<file path="src/rtl/nibble_serial_adder_pkg.sv">
// nibble_serial_adder_pkg: shared state encoding and slice sizing for the nibble-serial adder
package nibble_serial_adder_pkg;
  localparam int NIBBLE_W = 4;
  localparam int NIBBLES_DEF = 4;
  typedef enum logic [1:0] {IDLE, ADD, DONE} state_e;
endpackage

</file>
<file path="src/rtl/nibble_serial_adder_slice.sv">
// nibble_adder_slice: combinational 4-bit adder with carry in/out
module nibble_adder_slice
  import nibble_serial_adder_pkg::*;
(
  input  logic [NIBBLE_W-1:0] a,
  input  logic [NIBBLE_W-1:0] b,
  input  logic                cin,
  output logic [NIBBLE_W-1:0] sum,
  output logic                cout
);
  assign {cout, sum} = {1'b0, a} + {1'b0, b} + {{NIBBLE_W{1'b0}}, cin};
endmodule

</file>
<file path="src/rtl/nibble_serial_adder.sv">
// nibble_serial_adder: adds two operands one nibble per cycle through a single reused slice
module nibble_serial_adder
  import nibble_serial_adder_pkg::*;
#(
  parameter int NIBBLES = NIBBLES_DEF
) (
  input  logic                        clk,
  input  logic                        rst,
  input  logic                        start,
  input  logic [NIBBLE_W*NIBBLES-1:0] a,
  input  logic [NIBBLE_W*NIBBLES-1:0] b,
  input  logic                        cin,
  output logic                        busy,
  output logic                        done,
  output logic [NIBBLE_W*NIBBLES-1:0] sum,
  output logic                        cout,
  output logic                        ovf
);
  localparam int W = NIBBLE_W * NIBBLES;
  localparam int IW = NIBBLES > 1 ? $clog2(NIBBLES) : 1;
  localparam logic [IW-1:0] LAST = IW'(NIBBLES - 1);
  state_e state_q, state_d;
  logic [IW-1:0] idx_q, idx_d;
  logic [W-1:0] a_q, a_d, b_q, b_d, sum_q, sum_d;
  logic carry_q, carry_d, cout_q, cout_d, ovf_q, ovf_d;
  logic [NIBBLE_W-1:0] s_a, s_b, s_sum;
  logic s_cout;
  assign s_a = a_q[idx_q*NIBBLE_W +: NIBBLE_W];
  assign s_b = b_q[idx_q*NIBBLE_W +: NIBBLE_W];
  nibble_adder_slice u_slice (
    .a    (s_a),
    .b    (s_b),
    .cin  (carry_q),
    .sum  (s_sum),
    .cout (s_cout)
  );
  always_comb begin
    state_d = state_q;
    idx_d   = idx_q;
    a_d     = a_q;
    b_d     = b_q;
    carry_d = carry_q;
    sum_d   = sum_q;
    cout_d  = cout_q;
    ovf_d   = ovf_q;
    if (state_q == ADD) begin
      sum_d[idx_q*NIBBLE_W +: NIBBLE_W] = s_sum;
      carry_d = s_cout;
      idx_d   = idx_q + 1'b1;
      // final slice: carry into the MSB xor carry out gives signed overflow
      if (idx_q == LAST) begin
        state_d = DONE;
        idx_d   = '0;
        cout_d  = s_cout;
        ovf_d   = s_cout ^ a_q[W-1] ^ b_q[W-1] ^ s_sum[NIBBLE_W-1];
      end
    end else if (start) begin
      state_d = ADD;
      a_d     = a;
      b_d     = b;
      carry_d = cin;
      idx_d   = '0;
      sum_d   = '0;
    end else begin
      state_d = IDLE;
    end
  end
  always_ff @(posedge clk or posedge rst) begin
    if (rst) begin
      state_q <= IDLE;
      idx_q   <= '0;
      a_q     <= '0;
      b_q     <= '0;
      carry_q <= 1'b0;
      sum_q   <= '0;
      cout_q  <= 1'b0;
      ovf_q   <= 1'b0;
    end else begin
      state_q <= state_d;
      idx_q   <= idx_d;
      a_q     <= a_d;
      b_q     <= b_d;
      carry_q <= carry_d;
      sum_q   <= sum_d;
      cout_q  <= cout_d;
      ovf_q   <= ovf_d;
    end
  end
  assign busy = state_q == ADD;
  assign done = state_q == DONE;
  assign sum  = sum_q;
  assign cout = cout_q;
  assign ovf  = ovf_q;
endmodule
</file>
<file path="config.mk">
export PLATFORM = sky130hd
export DESIGN_NAME = nibble_serial_adder
export DESIGN_NICKNAME = d
export VERILOG_FILES = /design/src/rtl/nibble_serial_adder_pkg.sv /design/src/rtl/nibble_serial_adder_slice.sv /design/src/rtl/nibble_serial_adder.sv
export SDC_FILE = /design/constraint.sdc
export NUM_CORES = 1
export LEC_CHECK = 0
export ABC_AREA = 1
export CORE_MARGIN = 1
export CORE_UTILIZATION = 50
export CTS_BUF_LIST = sky130_fd_sc_hd__clkbuf_2 sky130_fd_sc_hd__clkbuf_4 sky130_fd_sc_hd__clkbuf_8
export DETAILED_ROUTE_END_ITERATION = 6
export PLACE_DENSITY = 0.74
export SLEW_MARGIN = 20
export SYNTH_ARGS = -nofsm -noshare
export SYNTH_HDL_FRONTEND = slang
export SYNTH_HIERARCHICAL = 1
export SYNTH_SLANG_ARGS = --single-unit
</file>
<file path="constraint.sdc">
create_clock -name clk -period 3.1 [get_ports clk]
set_clock_uncertainty 0.1 [all_clocks]
set_input_delay 0.62 -clock clk [delete_from_list [all_inputs] [get_ports clk]]
set_output_delay 0.62 -clock clk [all_outputs]
set_load 0.03 [all_outputs]
</file>
==> results of run 1 <==
## kinds of logic (layout without fill, tap and decap cells)
| kind of cell | count (synthesis) | in the layout | share of synthesized area |
|---|---|---|---|
| flops | 55 | 55 | 0.495 |
| simple gates | 181 | 181 | 0.274 |
| xor+xnor | 1 | 1 | 0.00315 |
| compound gates | 50 | 50 | 0.0949 |
| buf+inv | 45 | 107 | 0.0783 |
| fa+ha+maj | 11 | 11 | 0.0549 |
## power by group
part           total (mW)  internal [mW]  switching [mW]  leakage, nW
logic                2.52          0.954            1.56         1.00
registers            1.23           1.03           0.195        0.704
clock network       0.396          0.167           0.228       0.0446
## synthesized netlist by cell type
library cell  instances  area, sq um
nand2_1             129          484
dfrtp_1              55         1380
inv_1                28          105
o21ai_0              28          140
nor2_1               25         93.8
nand3_1              19         95.1
ha_1                  9          113
o21ai_1               9         45.0
a21oi_1               6         30.0
buf_2                 6         30.0
o22ai_1               5         31.3
buf_6                 4         45.0
buf_4                 3         22.5
inv_2                 3         11.3
fa_1                  2         40.0
nand4_4               2         42.5
o21ai_2               2         17.5
clkinv_1              1         3.75
nand2_2               1         6.26
nand2_4               1         11.3
nand3_2               1         10.0
nand4_1               1         6.26
nor2_2                1         6.26
or2_1                 1         6.26
xnor2_1               1         8.76
## path summary, 6_finish.rpt
| kind | slack, ps | to | from |
|---|---|---|---|
| max | 350 | ovf | idx_q[1] |
| max in group asynchronous | 2090 | b_q[0] | rst |
| max reg2reg | 350 | ovf | idx_q[1] |
| min in group asynchronous | 570 | sum[10] | rst |
| min | 380 | sum[4] | sum[4] |
| min reg2reg | 380 | sum[4] | sum[4] |
## critical path, stage by stage, from the launching register on
cell and delay, ps:
dfrtp_1 520, clkinvlp_4 220, a21oi_1 130, o21ai_0 80, o21ai_0 130, fa_1 270, inv_1 80, fa_1 390
o21ai_0 230, buf_4 170, nand2_1 70, nand2_1 80, nand2_1 50, nand3_1 70, nand2_1 50
## registers in the layout, summed over array words and instances, names as in the netlist
name / cells
b_q: 16
cout: 1
state_q: 2
idx_q: 2
carry_q: 1
sum: 16
ovf: 1
a_q: 16
## repair_timing
action / 4_1_cts / 5_1_grt
setup buffers: 0 / 5
resized for setup: 0 / 1
endpoints found under the setup margin: 0 / 1
## through the flow
step | instance area [sq um] | util
global placement | 3390 | 0.647
floorplan | 2780 | -
CTS | 3480 | 0.664
finish | 3520 | 0.672
detailed placement | 3390 | 0.647
global route | 3520 | 0.672
## cell usage in the layout, fill, tap and decap left out, types with 4 or more instances in the layout
master           Yosys  routed
nand2_1            129     129
dfrtp_1             55      55
clkdlybuf4s50_1      0      55
o21ai_0             28      28
inv_1               28      26
nor2_1              25      25
nand3_1             19      19
buf_4                3      11
o21ai_1              9       9
ha_1                 9       9
a21oi_1              6       6
o22ai_1              5       5
clkbuf_8             0       5
inv_2                3       4
## routing by layer
metal	global-route usage	up-vias	routed length [um]
li1	-	1204	-
met1	0.277	1021	2760
met2	0.341	67	2610
met3	0.0431	8	244
met4	0.0769	0	70
met5	0	-	0
## final cells by class
type | instances | area, sq um | area share
well taps | 70 | 87.6 | 0.0249
flip-flops and latches | 55 | 1380 | 0.391
clock buffers | 6 | 76.3 | 0.0217
inverters | 32 | 124 | 0.0352
repair buffers | 67 | 653 | 0.186
multi-input cells | 243 | 1190 | 0.338
clock inverters | 2 | 12.5 | 0.00356
==> reports/results.txt, run 1 <==
# setup viols final = 0
Root Buffer = clkbuf_8
Die ar. = 5870 sq um
GPL Wtd Cong = 0.834
RSZ-0062 raised after global routing = false
Final Hold Violating Endpoints = 0
ANT cells = 0
FMAX = 363 MHz
Setup WS pre-CTS = 295 ps
vias in the first global route = 2,122
crit path kind = register to register
setup_tns = 0 ps
# hold bufs at CTS = 0
first-pass GRT wire length = 9700 um
Post-Syn Nets = 390
TritonRoute pass-1 iters = 4
placed cell count = 462
worst-path fanout max = 8
Peak VDD IR = 574 uV
Final Critical Period = 2750 ps
yosys warns = 6
# IOs = 56
ANT nets after route = 0
drc violations = 0
WL final = 5690 um
Starting Density = 0.531
Rel. slew slack = 0.628
syn_area_per_cell = 8.11 sq um
CTS Buf Count = 5
grt ovf = 0
Slew @ Worst Pin = 557 ps
Post-Synthesis Cells = 343
I/O Buffers = 55
Worst Slack Setup Final = 347 ps
Final Max Tran Viols = 0
Max-Cap Viols = 0
Die Width = 76.6 um
Synth Cell Area = 2780 sq um
layout cell share with drive strength beyond 1 = 0.0815
startpoint types = register
clk sink count = 55
routed length per instance = 12.0 um
Via Count = 2,300
row cnt = 26
fill cell count = 459
status = finished, final reports clean
hold path depth = 2
Detail Placement HPWL = 4060 um
fin cells = 475
Clock Latency Late Sink = 310 ps
gr usage total = 0.210
PwrDens = 1180 nW/um^2
nature of the critical path endpoint = register
Pleak = 1.75 nW
TritonCTS clock tree = built
CTS max path bufs = 2
Worst R2R Path Depth = 14
sequential fraction of the synthesis area = 0.495
vias per cell = 4.84
clk slew on worst S/H paths = 100 ps
hold slack = 382 ps
H-tree Lvls = 2
Seq cells post-synth = 55
CORE AREA = 5240 sq um
synth unique cells = 25
nets = 451
crit share post-route = 0.888
Critical Path AT = 2850 ps
die height = 76.6 um
worst min path class = register to register
Synth-to-Final Area Change = 26.5%
largest net degree at the start of global routing = 56
DR iter-0 viols = 99
Design Power = 4.14 mW
initial antenna violation count = 0
worst endpoint required time = 3200 ps
Note: power is estimated with default switching activity, not from simulation.
==> inputs of run 2 (changes only) <==
CORE_UTILIZATION = 25   (was 50)
PLACE_DENSITY = 0.41   (was 0.74)
==> reports/results.txt, run 2 (synthesis results as in run 1) <==
Peak VDD IR = 365 uV (-36%)
vias per cell = 4.26 (-12%)
largest net degree at the start of global routing = 40 (-29%)
worst-path fanout max = 9 (+1)
hold path depth = 2 (unchanged)
PwrDens = 1200 nW/um^2 (+1.9%)
Sw Ratio = 0.472 (-0.00736)
WP depth = 14 (unchanged)
startpoint types = register
CTS Buf Count = 5 (unchanged)
grt ovf = 0 (unchanged)
placed cell area = 3470 sq um (+2.4%)
WL final = 6700 um (+18%)
slowest stage delay, CP = 520 ps (about the same)
clk slew on worst S/H paths = 110 ps (about the same)
status = finished, final reports clean
most frequent CP cell = nand2_1
DR iter-0 viols = 60 (-39%)
Max-Cap Viols = 0 (unchanged)
nets = 450 (-0.22%)
Synth-to-Final Area Change = 30.6%
RSZ-0062 raised after global routing = false
hold slack = 387 ps (+4.41 ps)
drc violations = 0 (unchanged)
Final Critical Period = 2750 ps (-5.38 ps)
final core utilization = 0.335 (-0.336)
most frequent cells in the layout = 129 x nand2_1, 55 x dfrtp_1, 55 x clkdlybuf4s50_1
vias in the first global route = 2,380 (+12%)
Worst Path Buf+Inv = 3 (unchanged)
cell area after layout = 3630 sq um (+3.3%)
layout cell share with drive strength beyond 1 = 0.0792 (-0.00227)
# setup viols final = 0 (unchanged)
GPL Wtd Cong = 0.767 (-8.0%)
Reg power frac = 0.282 (-0.014)
Worst R2R Path Depth = 14 (unchanged)
CORE AREA = 10,800 sq um (+110%)
clk sink count = 55 (unchanged)
Via Count = 2,320 (+0.87%)
CTS max path bufs = 2 (unchanged)
Crit path max-delay family = adder cells
FMAX = 364 MHz (+0.20%)
Starting Density = 0.257 (-0.274)
ANT nets after route = 0 (unchanged)
die height = 107 um (+40%)
Pleak = 1.76 nW (+0.61%)
Detail Placement HPWL = 5050 um (+24%)
I/O Buffers = 55 (unchanged)
gr usage total = 0.129 (-0.0808)
crit path cell chain = clkinvlp_4, a21oi_1, o21ai_0, o21ai_0, fa_1, inv_1, fa_1, o21ai_0, buf_4, nand2_1, nand2_1, nand2_1, nand3_1, nand2_1
Sw Pwr = 2.06 mW (+3.6%)
Critical-path top delay cell = dfrtp_1
Critical Path AT = 2850 ps (about the same)
crit path kind = register to register
clock power share = 0.129 (+0.033)
H-tree Lvls = 2 (unchanged)
Logic pwr share = 0.589 (-0.019)
routed length per instance = 12.3 um (+2.7%)
Rel. slew slack = 0.607 (-0.0211)
row cnt = 38 (+46%)
Clock Latency Late Sink = 310 ps (about the same)
worst min path class = register to register
Final Max Tran Viols = 0 (unchanged)
crit share post-route = 0.886 (-0.00173)
ANT cells = 0 (unchanged)
TritonCTS clock tree = built
Die ar. = 11,600 sq um (+97%)
# IOs = 56 (unchanged)
# hold bufs at CTS = 0 (unchanged)
Slew @ Worst Pin = 589 ps (+31.7 ps)
first-pass GRT wire length = 11,700 um (+20%)
Die Width = 107 um (+40%)
Root Buffer = clkbuf_8
commonest non-fill, non-tap cell in the layout = nand2_1
initial antenna violation count = 0 (unchanged)
Int Pwr = 2.30 mW (+6.8%)
TritonRoute pass-1 iters = 4 (unchanged)
setup_tns = 0 ps (unchanged)
Final Hold Violating Endpoints = 0 (unchanged)
nature of the critical path endpoint = register
worst endpoint required time = 3200 ps (about the same)
## run 2: cell count changes in the layout (fill, tap and decap cells not counted)
| cell | previous run | this run |
|---|---|---|
| bufinv_16 | 0 | 2 |
| clkbuf_4 | 1 | 0 |
| clkinv_2 | 1 | 0 |
| buf_12 | 1 | 0 |
## run 2: worst register-to-register path: cells and delay by family, from the launching register on
kind | cells | cell delay, ps
fa+ha+maj | 2 | 660
compound gates | 4 | 540
buf+inv | 3 | 470
flops | 1 | 520
simple gates | 5 | 350
## run 2: routing by layer
layer  up-vias  GRT usage  share of wire
li1       1197          -              -
met1      1062      0.167           0.48
met5         -          0              0
met4         0     0.0421          0.015
met2        54      0.217           0.46
met3         7     0.0212          0.044
## run 2: area by class of cell
cell class	instances	area, sq um
flip-flops and latches	55	1380
repair buffers	66	633
clock inverters	3	67.6
clock buffers	5	68.8
inverters	32	124
fillers	1187	7210
well taps	140	175
multi-input cells	243	1190
## run 2: final timing paths
kind                               start      end  slack [ps]
max in group asynchronous            rst  b_q[14]        1760
min in group asynchronous            rst   sum[0]         510
worst max register to register  idx_q[1]      ovf         350
worst max-delay path            idx_q[1]      ovf         350
worst min-delay path              a_q[4]   a_q[4]         390
worst min register to register    a_q[4]   a_q[4]         390
## run 2: what timing repair did
action	in CTS	in global routing
buffers inserted	0	3
endpoints found under the hold margin	0	0
gates resized for setup	0	1
setup endpoints to repair	0	1
## run 2: stage by stage
step	instances	setup slack [ps]	total power, mW
CTS	541	264	4.41
global route	544	54.5	4.84
finish	544	352	4.36
floorplan	343	426	3.04
global placement	533	415	3.80
detailed placement	533	270	3.82
## run 2: power groups by stage
stage | clock, mW | combinational, mW | sequential, mW
floorplan | 0 | 1.68 | 1.36
global placement | 0 | 2.55 | 1.25
detailed placement | 0 | 2.57 | 1.25
CTS | 0.591 | 2.58 | 1.24
global route | 0.620 | 2.94 | 1.28
finish | 0.562 | 2.56 | 1.23
==> inputs of run 3 (changes only) <==
CTS_CLUSTER_SIZE = 40   (was default)
SKIP_CTS_REPAIR_TIMING = 1   (was default)
==> results of run 3 <==
The final DEF is identical to that of run 2; final timing and power are the same.
